`src/rtl/ifu_prefetch.sv`:
```
// Sequential instruction prefetcher: DEPTH-entry queue, up to MAX_OUT in-order IO requests in flight.
// Optional macro IFU_BYPASS_EN forwards a response straight to the consumer when the queue is empty.
module ifu_prefetch #(
  parameter int          DEPTH    = 4,
  parameter int          MAX_OUT  = 2,
  parameter logic [31:0] RESET_PC = 32'h8000_0000
) (
  input  logic        clock,
  input  logic        reset,
  input  logic        io_respValid,
  input  logic [31:0] io_rdata,
  output logic [31:0] io_addr,
  output logic        io_reqValid,
  input  logic        enable,
  input  logic        redirect_valid,
  input  logic [31:0] redirect_pc,
  output logic        respValid,
  input  logic        respReady,
  output logic [31:0] inst,
  output logic [31:0] inst_pc
);

  localparam int PW = $clog2(DEPTH);
  localparam int CW = PW + 1;
  localparam int SW = ((CW > 3) ? CW : 3) + 1;

  typedef enum logic [1:0] {IFU_IDLE, IFU_FETCH, IFU_DRAIN} state_t;

  state_t          state, state_next;
  logic [31:0]     fetch_pc, resp_pc;
  logic [31:0]     q_inst [DEPTH];
  logic [31:0]     q_pc   [DEPTH];
  logic [PW-1:0]   rd_ptr, wr_ptr;
  logic [CW-1:0]   count;
  logic [2:0]      inflight, inflight_next, drop, drop_next;
  logic            issue, accept, push, pop, bypass, head_valid;

  // Every outstanding request already owns a queue slot, so pushes can never overflow.
  assign issue = (state == IFU_FETCH) && !redirect_valid &&
                 (inflight < 3'(MAX_OUT)) &&
                 ((SW'(count) + SW'(inflight)) < SW'(DEPTH));

  assign accept     = io_respValid && (drop == 3'd0) && !redirect_valid;
  assign head_valid = (count != '0) && !redirect_valid;

`ifdef IFU_BYPASS_EN
  assign bypass = accept && (count == '0) && respReady;
`else
  assign bypass = 1'b0;
`endif

  assign push          = accept && !bypass;
  assign pop           = head_valid && respReady;
  assign inflight_next = inflight + 3'(issue) - 3'(io_respValid);

  assign io_reqValid = issue;
  assign io_addr     = fetch_pc;
  assign respValid   = head_valid || bypass;
  assign inst        = bypass ? io_rdata : q_inst[rd_ptr];
  assign inst_pc     = bypass ? resp_pc  : q_pc[rd_ptr];

  // A redirect discards everything still outstanding once this cycle's response is accounted for.
  always_comb begin
    state_next = state;
    drop_next  = drop;
    if (redirect_valid)
      drop_next = inflight_next;
    else if (io_respValid && (drop != 3'd0))
      drop_next = drop - 3'd1;

    case (state)
      IFU_IDLE:  if (enable) state_next = IFU_FETCH;
      IFU_FETCH: if (!enable) state_next = IFU_IDLE;
      IFU_DRAIN: if (drop_next == 3'd0) state_next = enable ? IFU_FETCH : IFU_IDLE;
      default:   state_next = IFU_IDLE;
    endcase

    if (redirect_valid)
      state_next = (drop_next != 3'd0) ? IFU_DRAIN : (enable ? IFU_FETCH : IFU_IDLE);
  end

  always_ff @(posedge clock or posedge reset) begin
    if (reset) begin
      state    <= IFU_IDLE;
      fetch_pc <= RESET_PC;
      resp_pc  <= RESET_PC;
      rd_ptr   <= '0;
      wr_ptr   <= '0;
      count    <= '0;
      inflight <= 3'd0;
      drop     <= 3'd0;
    end else begin
      state    <= state_next;
      inflight <= inflight_next;
      drop     <= drop_next;
      if (redirect_valid) begin
        fetch_pc <= redirect_pc;
        resp_pc  <= redirect_pc;
        rd_ptr   <= '0;
        wr_ptr   <= '0;
        count    <= '0;
      end else begin
        if (issue)  fetch_pc <= fetch_pc + 32'd4;
        if (accept) resp_pc  <= resp_pc + 32'd4;
        if (push)   wr_ptr   <= wr_ptr + 1'b1;
        if (pop)    rd_ptr   <= rd_ptr + 1'b1;
        if (push && !pop)
          count <= count + 1'b1;
        else if (pop && !push)
          count <= count - 1'b1;
      end
    end
  end

  // Queue storage carries no reset; validity is tracked solely by count.
  always_ff @(posedge clock) begin
    if (push) begin
      q_inst[wr_ptr] <= io_rdata;
      q_pc[wr_ptr]   <= resp_pc;
    end
  end

`ifndef SYNTHESIS
  always @(posedge clock) begin
    if (!reset) begin
      assert (!(push && !pop && (count == CW'(DEPTH))));
      assert (!(pop && (count == '0)));
    end
  end
`endif

endmodule
```
`config.mk`:
```
export PLATFORM = sky130hd
export DESIGN_NAME = ifu_prefetch
export DESIGN_NICKNAME = d
export VERILOG_FILES = /design/src/rtl/ifu_prefetch.sv
export SDC_FILE = /design/constraint.sdc
export NUM_CORES = 1
export LEC_CHECK = 0
export ABC_AREA = 1
export CORE_MARGIN = 2
export CORE_UTILIZATION = 50
export CTS_CLUSTER_DIAMETER = 200
export DETAILED_ROUTE_END_ITERATION = 7
export PLACE_DENSITY = 0.78
export SKIP_LAST_GASP = 1
export SYNTH_ARGS = -nofsm -noshare
export SYNTH_HDL_FRONTEND = slang
export SYNTH_SLANG_ARGS = --single-unit
export TNS_END_PERCENT = 1
```
`constraint.sdc`:
```
create_clock -name clock -period 7.7 [get_ports clock]
set_input_delay 1.54 -clock clock [delete_from_list [all_inputs] [get_ports clock]]
set_output_delay 1.54 -clock clock [all_outputs]
set_load 0.05 [all_outputs]
```
==> results.tsv <==
metric	value	unit
layout overhead on the synthesized area	21.7	%
slowest CP cell	sky130_fd_sc_hd__clkdlybuf4s50_1	
CP delay by family, top	buffers and inverters	
Fillers	2222	
final critical delay including setup and external delays	5.27	ns
crit-path cells	buf_2 -> buf_4 -> nor2_2 -> nand4_2 -> inv_2 -> clkdlybuf4s50_1	
post-synthesis cell type with the largest combined area	sky130_fd_sc_hd__edfxtp_1	
# clock sinks	335	
most frequent cells in the layout	sky130_fd_sc_hd__edfxtp_1 (256), sky130_fd_sc_hd__nand2_1 (241), sky130_fd_sc_hd__nor2_1 (183)	
number of instances in the synthesized netlist	1376	
initial cell density of the core	0.508	
via count normalized by instance count	5.63	
Hold Path Class	reg2reg	
Synthesized Nets	1461	
setup repair after global routing missed its margin	no	
width of the chip	175	µm
H-Tree Depth	2	
Slew HR	0.206	
antenna violations before repair	0	
leading cell types by total area after synthesis	sky130_fd_sc_hd__edfxtp_1 (53%), sky130_fd_sc_hd__dfrtp_1 (13%), sky130_fd_sc_hd__nand2_1 (6.2%), sky130_fd_sc_hd__o21ai_0 (5.7%), sky130_fd_sc_hd__nor2_1 (4.8%)	
GR Overflow Total	0	
final antenna diode count	0	
pin count of the biggest net entering global routing	120	
Lkg Pwr	6.52	nW
CTS tree	built	
insertion delay to the later sink of the worst-skew pair	0.50	ns
run status	finished clean	
vias post-DR	11000	
worst hold slack	0.490	ns
sum of net half-perimeters after detailed placement	22400	µm
Ports	168	
row cnt	62	
core area	0.0287	mm²
number of endpoints failing setup at the final stage	0	
ratio of cells with drive above 1 in the final layout	0.0551	
Power Dens Cells	333	mW/mm²
synthesized cell area	0.0146	mm²
DRC errors left	0	
antenna-violating nets left	0	
register-to-register path setup slack	4.57	ns
leading cell type in the layout, fill and taps excluded	sky130_fd_sc_hd__edfxtp_1	
Max Root-Sink Buffers	3	
setup fix buffers added after clock tree synthesis	0	
CTS clk-pin slew, worst paths	0.06	ns
net count of the finished layout	1621	
Slew @ Worst Pin	1.19	ns
number of hold buffers added after cts	0	
delay contributed by the slowest stage of the critical path	0.90	ns
post-route clock period utilization	0.684	
max-cap violations	0	
synthesized flop and latch total	335	
number of global-route vias before repair	10600	
number of clock buffers inserted by TritonCTS	34	
Die Outline Area	0.0306	mm²
first-pass GRT wire length	56400	µm
count of warnings emitted by yosys	0	
distinct cell type count after synthesis	36	
sequential share of the synthesized area	0.663	
type of the setup path with the least slack	in2out	
Post-Route Setup TNS	0	ns
All-Layer GR Usage	0.233	
type of element capturing the critical path	primary output	
maximum clock frequency	190	MHz
number of port buffers	167	
final WL	35700	µm
Clk Tree Root Cell	sky130_fd_sc_hd__clkbuf_16	
placer's final routability congestion estimate	0.970	
Critical Path Source Type	input port	
Max Transition Viols Final	0	
CTS resizes	0	
Avg Inst Size Synth	10.6	µm²
Crit path arrival time	3.73	ns
crit-path max FO	50	
worst-case clock skew	0.0186	ns
die height	175	µm
Initial DRC Count	878	
sum of buffers and inverters on the critical path	4	
share of the synthesized area in the top cell type	0.527	
Max IR drop VDD	148	µV
drt wl/cell	18.4	µm
number of iterations in the first detailed-routing pass	7	
endpoint required time on the critical path	6.16	ns
Hold Fails Final Rpt	0	
-- through the flow --
| step | area [µm²] | std cells | total power [mW] | util | setup slack, ns |
|---|---|---|---|---|---|
| finish | 17700 | 1945 | 5.90 | 0.618 | 2.43 |
| global route | 17700 | 1945 | 6.17 | 0.618 | 2.30 |
| CTS | 17700 | 1945 | 5.94 | 0.618 | 2.45 |
| detailed placement | 16600 | 1884 | 4.30 | 0.580 | 2.46 |
| global placement | 16600 | 1884 | 4.26 | 0.580 | 2.47 |
| floorplan | 14600 | 1376 | 3.61 | - | 2.49 |
-- cells by family after synthesis --
logic type / share of synthesized area
XOR/XNOR: 0.0102
flip-flops: 0.663
AO/OA/AOI/OAI: 0.106
adder cells (fa/ha/maj): 0.0139
AND/OR/NAND/NOR: 0.164
buffers and inverters: 0.0436
-- state kept, by name (all words and copies together) (netlist names) --
name and count:
rd_ptr 2, wr_ptr 2, q_inst 128, resp_pc 32, count 3, drop 3, q_pc 128, inflight 3
state 2, io_addr 32
-- Yosys cell counts --
library cell               number
sky130_fd_sc_hd__or2_2          2
sky130_fd_sc_hd__o221ai_1       4
sky130_fd_sc_hd__nand3b_1       5
sky130_fd_sc_hd__o21ai_0      165
sky130_fd_sc_hd__ha_1          13
sky130_fd_sc_hd__nor2_1       187
sky130_fd_sc_hd__nand2_1      241
sky130_fd_sc_hd__nand4_2        1
sky130_fd_sc_hd__buf_2         13
sky130_fd_sc_hd__o22ai_1       65
sky130_fd_sc_hd__nand3_1       77
sky130_fd_sc_hd__o21ai_1        2
sky130_fd_sc_hd__nand2_2        1
sky130_fd_sc_hd__nor2_2         6
sky130_fd_sc_hd__o211ai_1      19
sky130_fd_sc_hd__and2_1         1
sky130_fd_sc_hd__dfstp_2        2
sky130_fd_sc_hd__a211o_1        1
sky130_fd_sc_hd__nor3_1        25
sky130_fd_sc_hd__xnor2_1        4
sky130_fd_sc_hd__a31oi_1        5
sky130_fd_sc_hd__a21oi_1       16
sky130_fd_sc_hd__dfrtp_1       77
sky130_fd_sc_hd__edfxtp_1     256
sky130_fd_sc_hd__inv_1        100
sky130_fd_sc_hd__fa_1           2
sky130_fd_sc_hd__nand4_1       20
sky130_fd_sc_hd__xor2_1        13
sky130_fd_sc_hd__buf_4          1
sky130_fd_sc_hd__nand3_2        1
sky130_fd_sc_hd__a22oi_1        1
sky130_fd_sc_hd__buf_1          2
sky130_fd_sc_hd__buf_6          1
sky130_fd_sc_hd__nor2_4         2
sky130_fd_sc_hd__inv_2          4
sky130_fd_sc_hd__clkbuf_1      41
-- worst reg2reg max path, stage by stage, from the launching register on --
cell and delay (ns):
sky130_fd_sc_hd__dfrtp_1 0.42, sky130_fd_sc_hd__ha_1 0.30, sky130_fd_sc_hd__nor2_1 0.12, sky130_fd_sc_hd__nand4_2 0.26, sky130_fd_sc_hd__inv_2 0.42, sky130_fd_sc_hd__ha_1 0.22, sky130_fd_sc_hd__inv_1 0.05, sky130_fd_sc_hd__fa_1 0.38
sky130_fd_sc_hd__or2_2 0.31, sky130_fd_sc_hd__nand3_1 0.07, sky130_fd_sc_hd__nand2_1 0.07, sky130_fd_sc_hd__nor2_1 0.14, sky130_fd_sc_hd__nand2_1 0.09, sky130_fd_sc_hd__nand2_1 0.08, sky130_fd_sc_hd__nand3_1 0.08, sky130_fd_sc_hd__nand2_1 0.06
-- report_power, final --
group / total, mW / internal, mW / switching [mW]
registers: 2.24 / 2.09 / 0.142
logic: 2.04 / 0.620 / 1.42
clock network: 1.63 / 0.987 / 0.643
total: 5.90 / 3.70 / 2.20
-- metal layers --
layer	routed length, µm	global-route usage
met5	0	0
met4	627	0.0608
met3	2760	0.0370
met2	16800	0.376
met1	15500	0.333
-- area by class of cell --
cell class,count,area [µm²],share of cell area
Timing Repair Buffer,182,1780,0.100
Clock inverter,15,170,0.00959
Sequential cell,335,9670,0.545
Clock buffer,46,937,0.0528
Multi-Input combinational cell,879,4320,0.243
Inverter,104,393,0.0221
Tap cell,384,480,0.0271
-- worst paths after layout --
kind	from	to	depth (start not counted)
worst max-delay path	redirect_valid	io_reqValid	6
worst min-delay path	io_addr[1]	io_addr[1]	2
worst max register to register	count[2]	state[0]	15
worst min register to register	io_addr[1]	io_addr[1]	2
max in group asynchronous	reset	rd_ptr[0]	3
min in group asynchronous	reset	inflight[0]	3
Note: power is estimated with default switching activity, not from simulation.
